[src/rtl/rv_pkg.sv]
// Shared RV32I pipeline constants: writeback source selects and load funct3 codes.
package rv_pkg;

   localparam logic [1:0] WB_SEL_ALU  = 2'b00;
   localparam logic [1:0] WB_SEL_LOAD = 2'b01;
   localparam logic [1:0] WB_SEL_PC4  = 2'b10;

   localparam logic [2:0] F3_LB  = 3'b000;
   localparam logic [2:0] F3_LH  = 3'b001;
   localparam logic [2:0] F3_LW  = 3'b010;
   localparam logic [2:0] F3_LBU = 3'b100;
   localparam logic [2:0] F3_LHU = 3'b101;

endpackage

[src/rtl/wb_stage_load_extend.sv]
// Little-endian load alignment and sign/zero extension of a 32-bit memory word.
module load_extend
   import rv_pkg::*;
#(
   parameter int XLEN = 32
) (
   input  logic [XLEN-1:0] word,
   input  logic [1:0]      addr,
   input  logic [2:0]      funct3,
   output logic [XLEN-1:0] data
);

   logic [7:0]  byte_sel;
   logic [15:0] half_sel;

   // Pick the addressed byte/half, then extend according to the load code.
   always_comb begin
      byte_sel = word[{addr, 3'b000} +: 8];
      half_sel = addr[1] ? word[31:16] : word[15:0];
      case (funct3)
         F3_LB:   data = {{(XLEN-8){byte_sel[7]}}, byte_sel};
         F3_LH:   data = {{(XLEN-16){half_sel[15]}}, half_sel};
         F3_LBU:  data = {{(XLEN-8){1'b0}}, byte_sel};
         F3_LHU:  data = {{(XLEN-16){1'b0}}, half_sel};
         F3_LW:   data = word;
         default: data = word;
      endcase
   end

endmodule

[src/rtl/wb_stage.sv]
// MEM/WB pipeline register and writeback stage: load alignment, writeback mux,
// register-file write port and retired-instruction counter.
module wb_stage
   import rv_pkg::*;
#(
   parameter int XLEN  = 32,
   parameter int CNT_W = 64
) (
   input  logic             clk,
   input  logic             rst,
   input  logic             stall,
   input  logic             flush,
   input  logic             mem_valid,
   input  logic             mem_wb_en,
   input  logic [4:0]       mem_rd_index,
   input  logic [1:0]       mem_wb_sel,
   input  logic [2:0]       mem_funct3,
   input  logic [XLEN-1:0]  mem_alu_result,
   input  logic [XLEN-1:0]  mem_pc_plus4,
   input  logic [XLEN-1:0]  dm_rdata,
   output logic             wb_en,
   output logic [4:0]       rd_index,
   output logic [XLEN-1:0]  wb_data,
   output logic             wb_valid,
   output logic [CNT_W-1:0] instret
);

   logic            valid_q, wb_en_q, first_q;
   logic [4:0]      rd_q;
   logic [1:0]      sel_q;
   logic [2:0]      f3_q;
   logic [XLEN-1:0] alu_q, pc4_q, ld_hold_q;
   logic [XLEN-1:0] ld_word, ld_data;

   // MEM/WB register: flush beats stall beats capture; first_q marks the
   // first WB cycle, the only one where dm_rdata is guaranteed to be valid.
   always_ff @(posedge clk) begin
      if (rst) begin
         valid_q <= 1'b0;
         wb_en_q <= 1'b0;
         rd_q    <= '0;
         sel_q   <= '0;
         f3_q    <= '0;
         alu_q   <= '0;
         pc4_q   <= '0;
         first_q <= 1'b0;
      end else if (flush) begin
         valid_q <= 1'b0;
         first_q <= 1'b0;
      end else if (stall) begin
         first_q <= 1'b0;
      end else begin
         valid_q <= mem_valid;
         wb_en_q <= mem_wb_en;
         rd_q    <= mem_rd_index;
         sel_q   <= mem_wb_sel;
         f3_q    <= mem_funct3;
         alu_q   <= mem_alu_result;
         pc4_q   <= mem_pc_plus4;
         first_q <= 1'b1;
      end
   end

   // Keep the load word from the first WB cycle so stalled repeats see the same value.
   always_ff @(posedge clk) begin
      if (rst)          ld_hold_q <= '0;
      else if (first_q) ld_hold_q <= dm_rdata;
   end

   // Count an instruction when it leaves WB (flushed out or advanced).
   always_ff @(posedge clk) begin
      if (rst)                            instret <= '0;
      else if (valid_q && (flush || !stall)) instret <= instret + CNT_W'(1);
   end

   assign ld_word = first_q ? dm_rdata : ld_hold_q;

   load_extend #(.XLEN(XLEN)) u_load_extend (
      .word   (ld_word),
      .addr   (alu_q[1:0]),
      .funct3 (f3_q),
      .data   (ld_data)
   );

   // Writeback source select; bubbles drive zero data.
   always_comb begin
      wb_data = '0;
      if (valid_q) begin
         case (sel_q)
            WB_SEL_LOAD: wb_data = ld_data;
            WB_SEL_PC4:  wb_data = pc4_q;
            default:     wb_data = alu_q;
         endcase
      end
   end

   assign wb_en    = valid_q & wb_en_q & (rd_q != 5'd0);
   assign rd_index = rd_q;
   assign wb_valid = valid_q;

endmodule
[config.mk]
export PLATFORM = sky130hd
export DESIGN_NAME = wb_stage
export DESIGN_NICKNAME = d
export VERILOG_FILES = /design/src/rtl/rv_pkg.sv /design/src/rtl/wb_stage_load_extend.sv /design/src/rtl/wb_stage.sv
export SDC_FILE = /design/constraint.sdc
export NUM_CORES = 1
export LEC_CHECK = 0
export ABC_AREA = 1
export CAP_MARGIN = 20
export CORE_MARGIN = 2
export CORE_UTILIZATION = 40
export DETAILED_ROUTE_END_ITERATION = 8
export PLACE_DENSITY_LB_ADDON = 0.08
export SLEW_MARGIN = 10
export SYNTH_ARGS = -nofsm -noshare
export SYNTH_HDL_FRONTEND = slang
export SYNTH_HIERARCHICAL = 1
export SYNTH_SLANG_ARGS = --single-unit
export TNS_END_PERCENT = 20
[constraint.sdc]
create_clock -name clk -period 3.6 [get_ports clk]
set_input_delay 0.72 -clock clk [delete_from_list [all_inputs] [get_ports clk]]
set_output_delay 0.72 -clock clk [all_outputs]
set_load 0.01 [all_outputs]
==> results.sh, run 1 <==
export IMPL_status="finished, final reports clean"
export IMPL_max_freq_mhz=290
export IMPL_min_path_type="flop to flop"
export IMPL_h_tree_depth=4
export IMPL_crit_path_end_kind="primary output"
export IMPL_leakagePower_uw=0.00559
export IMPL_finalClockSkew_ns=0.0147
export IMPL_setup_viol=0
export IMPL_switching_share_pct=27.7
export IMPL_drtIter0Drc=863
export IMPL_post_cts_buffers=0
export IMPL_synth_cells=1479
export IMPL_ys_ff_latch=173
export IMPL_start_util_pct=40.6
export IMPL_first_global_vias=9131
export IMPL_avgRoutedWirePerCell_microns=16.0
export IMPL_first_pass_iters=6
export IMPL_dieWidth_microns=158
export IMPL_grt_setup_unrepaired="false"
export IMPL_internal_power_uw=3240
export IMPL_hold_viol_final=0
export IMPL_finalMaxSlewViolations=0
export IMPL_vias_per_cell=5.04
export IMPL_postCtsHoldBufs=0
export IMPL_cp_cell_sequence="clkdlybuf4s50_1 > nand2_1 > nand2_1 > nand2_1 > nand3_1 > nand2_1 > nand2_1 > nand2_1 > inv_1 > nand2_1 > a21oi_1 > clkdlybuf4s50_1"
export IMPL_core_sq_mm=0.0233
export IMPL_power_switching_uw=1240
export IMPL_whs_ns=0.469
export IMPL_final_layout_size_suffix_gt1_share_pct=8.65
export IMPL_crit_fanout=3
export IMPL_clock_path_buffers=2
export IMPL_fin_nets=1778
export IMPL_place_gp_congestion=0.956
export IMPL_yosysTopAreaCell="dfxtp_1"
export IMPL_ioPinCount=215
export IMPL_sequentialPowerShare_pct=45.2
export IMPL_cts_sinks=173
export IMPL_synth_nets=1594
export IMPL_crit_type="input port to primary output"
export IMPL_tns_ns=0
export IMPL_cp_start_kind="input port"
export IMPL_clkPwrFrac_pct=41.0
export IMPL_power_density_mw_per_mm2=358
export IMPL_crit_path_top_delay_cell="clkdlybuf4s50_1"
export IMPL_ir_drop_v=0.000286
export IMPL_drv_cap=0
export IMPL_max_stage_delay_ns=0.60
export IMPL_drc=0
export IMPL_root_buffer="clkbuf_16"
export IMPL_ys_warnings_count=6
export IMPL_yosysTopAreaCellShare_pct=36.6
export IMPL_cts_clk_slew_worst_paths_ns=0.06
export IMPL_cp_arrival_ns=2.73
export IMPL_syn_area_sq_mm=0.00946
export IMPL_slew_headroom_pct=47.3
export IMPL_tightest_slew_ns=0.790
export IMPL_ant_nets=0
export IMPL_antenna_found_initial=3
export IMPL_worst_endpoint_required_ns=2.88
export IMPL_io_buffers=214
export IMPL_ys_seq_area_share_pct=36.6
export IMPL_die_area_sq_mm=0.0249
export IMPL_clock_latency_ns=0.44
export IMPL_grt_usage_pct=25.6
export IMPL_cts_buffers=17
export IMPL_die_h_microns=158
export IMPL_combPwrFrac_pct=13.8
export IMPL_crit_path_frequent_cell="nand2_1"
export IMPL_dpl_hpwl_mm=23.2
export IMPL_grt_max_degree=74
export IMPL_post_route_period_util_pct=95.7
export IMPL_cts_tree="done"
export IMPL_grt_pass1_wl_mm=49.7
export IMPL_overflow=0
export IMPL_syn_avg_cell_area_sq_um=6.40
export IMPL_wirelength_mm=32.0
export IMPL_vias=10100
export IMPL_period_minus_slack_ns=3.45
export IMPL_fin_util_pct=53.6
export IMPL_syn_to_final_growth_pct=32.2
export IMPL_ys_types=41
export IMPL_rows=56
export IMPL_synth_area_leaders="dfxtp_1, nand2_1, nor2_1"
power groups by stage:
stage	sequential, uW	combinational (uW)	clock, uW
CTS	2020	620	1870
floorplan	2050	348	0
global route	2030	685	1950
finish	2020	620	1840
global placement	2070	614	0
detailed placement	2070	616	0
cell usage in the layout (no fill, tap or decap), types with 2 or more instances in the layout:
cell and count:
a21oi_1 128, a22oi_1 7, and2_1 2, buf_12 3, buf_4 19, clkbuf_16 17, clkdlybuf4s50_1 189, clkinv_2 2
clkinv_4 2, clkinvlp_4 2, dfxtp_1 172, diode_2 3, dlymetal6s2s_1 24, ha_1 3, inv_1 101, inv_2 10
inv_6 5, nand2_1 359, nand2_2 17, nand2_4 5, nand3_1 73, nand3_2 15, nand4_1 25, nor2_1 288
nor2_2 17, nor2_4 9, nor2_8 3, nor3_1 11, nor3_2 5, nor3b_1 2, o21a_1 2, o21ai_0 125
o21ai_1 4, or2_1 3, or2_2 4, xnor2_1 4, xor2_1 4
cell families (layout without fill, tap and decap cells):
group / after synthesis / count (layout) / share of synthesized area [%]
xor gates and xnor gates: 8 / 8 / 0.740
adders and majority gates: 3 / 3 / 0.397
and+or+nand+nor: 843 / 843 / 39.5
DFF: 173 / 173 / 36.6
other: 0 / 3 / 0
AOI/OAI and AO/OA: 268 / 268 / 14.5
buffers and inverters: 184 / 381 / 8.29
flip-flops by register name, indices dropped and copies added, names as in the netlist:
signal and flops:
instret 64, pc4_q 32, ld_hold_q 32, first_q 1
wb_valid 1, sel_q 2, rd_index 5, f3_q 3
alu_q 32, wb_en_q 1
final timing paths:
check,slack [ns],to,cells after the start,from
worst max register to register,1.37,instret[54]$_SDFFE_PP0P_,8,wb_valid$_SDFFE_PP0N_
worst min-delay path,0.47,ld_hold_q[9]$_SDFF_PP0_,2,ld_hold_q[9]$_SDFF_PP0_
worst min register to register,0.47,ld_hold_q[9]$_SDFF_PP0_,2,ld_hold_q[9]$_SDFF_PP0_
worst max-delay path,0.15,wb_data[4],12,dm_rdata[12]
metal layers:
metal,wire [microns],GRT usage (%),vias to the layer above,share of wire [%]
met5,15,0,-,0.047
met4,633,7.71,2,2.0
met3,2720,5.67,46,8.5
met2,13300,37.3,387,42
met1,15300,37.5,4519,48
li1,-,-,5113,-
synth_stat cells, drive strengths merged:
library cell and instances:
a21oi 129, a22oi 7, and2 3, and3 1, buf 17, clkbuf 55
clkinv 1, dfxtp 173, ha 3, inv 111, nand2 381, nand3 88
nand3b 1, nand4 25, nor2 317, nor3 16, nor3b 3, o21a 2
o21ai 129, o311ai 1, or2 7, or3 1, xnor2 4, xor2 4
what timing repair did:
item / 4_1_cts / 5_1_grt
setup endpoints to repair: 0 / 26
resized for setup: 0 / 28
hold endpoints to repair: 0 / 0
per-stage QoR:
stage          std cells  area (sq um)  worst slack (ns)  total power [uW]
6_report            1998         12500             0.155              4480
3_5_place_dp        1963         11900            0.0566              2680
3_3_place_gp        1963         11900            0.0686              2680
5_1_grt             1996         12500            0.0193              4670
2_1_floorplan       1479          9460              1.08              2400
4_1_cts             1995         12400           0.00870              4520
final cells by class:
cell class / instances / area, sq um
Inverter: 112 / 428
Multi-Input combinational cell: 1122 / 5230
Clock inverter: 13 / 133
Fill cell: 2393 / 10800
Clock buffer: 19 / 443
Antenna cell: 3 / 7.51
Timing Repair Buffer: 237 / 2410
Sequential cell: 173 / 3460
Tap cell: 319 / 399
critical path: cells and delay by family:
| kind | cells | cell delay (ns) |
|---|---|---|
| and+or+nand+nor | 8 | 0.64 |
| buffers and inverters | 3 | 1.11 |
| AOI/OAI and AO/OA | 1 | 0.27 |
Power figures use the tool's default switching activity.
==> run 2, diff against run 1 <==
- CORE_UTILIZATION: 40 -> 55
==> results.sh, run 2 (synthesized netlist as in run 1, its figures left out) <==
export IMPL_status="finished, final reports clean"
export IMPL_ant_nets=0
export IMPL_multi_input_comb_area_sq_mm=0.00523
export IMPL_nFillCells=1438
export IMPL_drc=0
export IMPL_dieWidth_microns=135
export IMPL_ioPinCount=215
export IMPL_cp_start_kind="input port"
export IMPL_crit_type="input port to primary output"
export IMPL_clock_latency_ns=0.44
export IMPL_start_util_pct=56.7
export IMPL_maxUsedRoutingLayer="met5"
export IMPL_finalMaxSlewViolations=0
export IMPL_regMostFlops="instret"
export IMPL_wirelength_mm=30.3
export IMPL_final_cells=1893
export IMPL_post_cts_buffers=0
export IMPL_power_density_mw_per_mm2=362
export IMPL_worst_endpoint_required_ns=2.88
export IMPL_io_buffers=214
export IMPL_drv_cap=0
export IMPL_first_global_vias=9208
export IMPL_die_h_microns=135
export IMPL_first_pass_iters=5
export IMPL_postPlaceCellArea_sq_mm=0.0117
export IMPL_wl_met3_mm=3.00
export IMPL_grt_setup_unrepaired="false"
export IMPL_cts_buffers=17
export IMPL_dp_cells=1861
export IMPL_max_freq_mhz=290
export IMPL_min_path_type="flop to flop"
export IMPL_final_layout_size_suffix_gt1_share_pct=8.49
export IMPL_clock_path_buffers=2
export IMPL_avgRoutedWirePerCell_microns=16.0
export IMPL_vias=10400
export IMPL_syn_to_final_growth_pct=30.8
export IMPL_slew_headroom_pct=51.9
export IMPL_final_common_cell="nand2_1"
export IMPL_tightest_slew_ns=0.720
export IMPL_place_gp_congestion=0.945
export IMPL_crit_fanout=3
export IMPL_regArea_sq_mm=0.00347
export IMPL_period_minus_slack_ns=3.45
export IMPL_fin_nets=1775
export IMPL_root_buffer="clkbuf_16"
export IMPL_setup_viol=0
export IMPL_cts_sinks=173
export IMPL_grt_usage_pct=32.9
export IMPL_wl_met2_mm=13.3
export IMPL_crit_path_end_kind="primary output"
export IMPL_grt_max_degree=74
export IMPL_vias_per_cell=5.51
export IMPL_n_antenna_cell=0
export IMPL_final_cell_mix="nand2_1, nor2_1, clkdlybuf4s50_1"
export IMPL_overflow=0
export IMPL_hold_viol_final=0
export IMPL_ir_drop_v=0.000355
export IMPL_cp_arrival_ns=2.73
export IMPL_dpl_hpwl_mm=22.3
export IMPL_postCtsHoldBufs=0
export IMPL_rows=47
export IMPL_finalClockSkew_ns=0.0114
export IMPL_leakagePower_uw=0.00555
export IMPL_core_sq_mm=0.0167
export IMPL_post_route_period_util_pct=95.7
export IMPL_antenna_found_initial=3
export IMPL_met1_length_mm=13.5
export IMPL_h_tree_depth=4
export IMPL_grt_pass1_wl_mm=47.5
export IMPL_die_area_sq_mm=0.0183
export IMPL_cts_tree="done"
export IMPL_largest_reg_flops=64
export IMPL_cts_clk_slew_worst_paths_ns=0.07
export IMPL_postLayoutCellArea_sq_mm=0.0124
export IMPL_drtIter0Drc=1181
[run 2: worst paths after layout]
path / start / end / depth (start not counted) / slack (ns)
setup / recovery: dm_rdata[23] / wb_data[11] / 12 / 0.15
hold / removal: ld_hold_q[20]$_SDFF_PP0_ / ld_hold_q[20]$_SDFF_PP0_ / 2 / 0.47
setup reg to reg: wb_valid$_SDFFE_PP0N_ / instret[54]$_SDFFE_PP0P_ / 8 / 1.44
hold reg to reg: ld_hold_q[20]$_SDFF_PP0_ / ld_hold_q[20]$_SDFF_PP0_ / 2 / 0.47
[run 2: cell type report]
cell class | count | area share, %
clock inverters | 14 | 1.18
flip-flops and latches | 173 | 28.0
multi-input cells | 1122 | 42.3
clock buffers | 18 | 3.55
inverters | 112 | 3.46
well taps | 220 | 2.22
repair buffers | 234 | 19.3
[run 2: critical path, stage by stage]
cell,delay [ns]
clkdlybuf4s50_1,0.45
nand2_1,0.07
nand2_1,0.11
inv_1,0.05
nand2_1,0.11
nand3_2,0.10
nand2_2,0.09
nand2_2,0.11
nand2_1,0.10
nand2_1,0.08
a21oi_2,0.19
clkdlybuf4s50_1,0.55
[run 2: what timing repair did]
action	in CTS	in global routing
pin swaps	0	0
cloned	0	0
resized for setup	3	24
endpoints found under the setup margin	23	24
[run 2: report_power, final]
| group | switching, uW | internal [uW] |
|---|---|---|
| clock network | 849 | 999 |
| registers | 41.7 | 1980 |
| logic | 347 | 266 |
| total | 1240 | 3250 |
[run 2: metrics by stage]
stage                     utilization [%]  power (uW)  hold WS, ns  setup WS, ns  setup TNS [ns]
after detailed placement             70.3        2670        0.461      -0.00232        -0.00232
after global placement               70.3        2660        0.456        0.0472               0
final                                74.1        4490        0.469         0.153               0
after CTS                            73.7        4500        0.472       0.00815               0
after floorplan                         -        2400        0.447          1.08               0
after global routing                 74.1        4650        0.486        0.0197               0
[run 2: routing by layer]
layer / global-route usage [%] / vias up
met5: 0 / -
met4: 8.51 / 2
met2: 49.8 / 515
met1: 46.8 / 4749
met3: 8.45 / 38
li1: - / 5123
==> run 3, diff against run 2 <==
- SKIP_LAST_GASP: default -> 1
==> results.sh, run 3 (synthesized netlist as in run 1, its figures left out) <==
export IMPL_status="complete, but fails checks"
export IMPL_violations="negative setup slack"
export IMPL_drtIter0Drc=1141
export IMPL_post_route_period_util_pct=100
export IMPL_core_sq_mm=0.0167
export IMPL_tightest_slew_ns=0.723
export IMPL_met1_usage_pct=46.8
export IMPL_vias_per_cell=5.51
export IMPL_grt_max_degree=74
export IMPL_grt_pass1_wl_mm=47.5
export IMPL_leakagePower_uw=0.00524
export IMPL_postCtsHoldBufs=0
export IMPL_avgRoutedWirePerCell_microns=16.0
export IMPL_worst_endpoint_required_ns=2.88
export IMPL_dp_cells=1861
export IMPL_crit_type="input port to primary output"
export IMPL_drc=0
export IMPL_post_cts_buffers=0
export IMPL_final_layout_size_suffix_gt1_share_pct=8.37
export IMPL_postPlaceCellArea_sq_mm=0.0117
export IMPL_use_met2_pct=49.8
export IMPL_nFillCells=1439
export IMPL_fin_util_pct=73.8
export IMPL_wirelength_mm=30.3
export IMPL_rows=47
export IMPL_hold_viol_final=0
export IMPL_dieWidth_microns=135
export IMPL_cts_clk_slew_worst_paths_ns=0.07
export IMPL_fin_nets=1775
export IMPL_crit_path_end_kind="primary output"
export IMPL_first_pass_iters=7
export IMPL_n_antenna_cell=0
export IMPL_slew_headroom_pct=51.7
export IMPL_cts_tree="done"
export IMPL_vias=10400
export IMPL_ant_nets=0
export IMPL_die_h_microns=135
export IMPL_place_gp_congestion=0.945
export IMPL_top_usage_layer="met2"
export IMPL_period_minus_slack_ns=3.61
export IMPL_timing_final_ws_setup_ns=-0.00644
export IMPL_finalMaxSlewViolations=0
export IMPL_h_tree_depth=4
export IMPL_overflow=0
export IMPL_start_util_pct=56.7
export IMPL_regMostFlops="instret"
export IMPL_largest_reg_flops=64
export IMPL_grt_setup_unrepaired="true"
export IMPL_final_cell_mix="nand2_1, nor2_1, clkdlybuf4s50_1"
export IMPL_max_freq_mhz=277
export IMPL_tns_ns=-0.0143
export IMPL_cts_buffers=17
export IMPL_antenna_found_initial=3
export IMPL_io_buffers=214
export IMPL_syn_to_final_growth_pct=30.3
export IMPL_setup_viol=3
export IMPL_die_area_sq_mm=0.0183
export IMPL_cp_start_kind="input port"
export IMPL_ioPinCount=215
export IMPL_dpl_hpwl_mm=22.3
export IMPL_grtUsageMet3_pct=8.45
export IMPL_first_global_vias=9208
export IMPL_drv_cap=0
export IMPL_root_buffer="clkbuf_16"
export IMPL_cp_arrival_ns=2.89
export IMPL_regArea_sq_mm=0.00347
export IMPL_multi_input_comb_area_sq_mm=0.00522
export IMPL_ir_drop_v=0.000354
export IMPL_final_cells=1893
export IMPL_final_common_cell="nand2_1"
export IMPL_postLayoutCellArea_sq_mm=0.0123
export IMPL_clock_path_buffers=2
export IMPL_cts_sinks=173
export IMPL_crit_fanout=20
export IMPL_power_density_mw_per_mm2=363
export IMPL_clock_latency_ns=0.43
export IMPL_finalClockSkew_ns=0.0115
export IMPL_grt_usage_pct=32.9
export IMPL_min_path_type="flop to flop"
==> run 3: changes by cell type in the layout (fill, tap and decap cells not counted), sizes merged <==
cell           previous run  this run
dlymetal6s2s             21         4
clkdlybuf4s50           191       208
==> run 3: repair_timing <==
action,in CTS,in global routing
endpoints found under the setup margin,23,24
endpoints found under the hold margin,0,0
pin swaps,0,0
gates resized for setup,3,5
==> run 3: report_power, final <==
| group | switching (uW) | total, uW | internal [uW] |
|---|---|---|---|
| Sequential | 41.3 | 2020 | 1980 |
| Clock | 846 | 1840 | 999 |
| Combinational | 346 | 613 | 267 |
==> run 3: final cells by class <==
cell class	count	share of cell area, %
clock buffers	18	3.56
repair buffers	234	19.1
well taps	220	2.23
clock inverters	14	1.19
multi-input cells	1122	42.4
flip-flops and latches	173	28.1
inverters	112	3.47
==> run 3: critical path, stage by stage <==
cell and delay (ns):
clkdlybuf4s50_1 0.45, nand2_1 0.07, nand2_1 0.11, inv_1 0.05
nand2_1 0.11, nand3_2 0.10, nand2_2 0.09, nand2_2 0.11
buf_12 0.20, nand3_2 0.07, nand2_1 0.05, a21oi_1 0.18
clkdlybuf4s50_1 0.57
==> run 3: stage by stage <==
stage / setup slack (ns) / power, uW / hold slack [ns]
after floorplan: 1.08 / 2400 / 0.447
after global placement: 0.0472 / 2660 / 0.456
after detailed placement: -0.00232 / 2670 / 0.461
after CTS: 0.00815 / 4500 / 0.472
after global routing: -0.123 / 4650 / 0.486
final: -0.00644 / 4480 / 0.469
==> run 3: path summary, 6_finish.rpt <==
check / start / endpoint / slack (ns) / cells past startpoint
min: ld_hold_q[20]$_SDFF_PP0_ / ld_hold_q[20]$_SDFF_PP0_ / 0.47 / 2
min reg2reg: ld_hold_q[20]$_SDFF_PP0_ / ld_hold_q[20]$_SDFF_PP0_ / 0.47 / 2
max reg2reg: wb_valid$_SDFFE_PP0N_ / instret[54]$_SDFFE_PP0P_ / 1.44 / 8
max: dm_rdata[23] / wb_data[31] / -0.006 / 13
==> run 3: per-layer routing <==
metal | wire, microns | vias up | part of all wire [%]
li1 | - | 5118 | -
met3 | 3070 | 49 | 10
met4 | 574 | 2 | 1.9
met5 | 11 | - | 0.036
met2 | 13100 | 509 | 43
met1 | 13500 | 4757 | 44
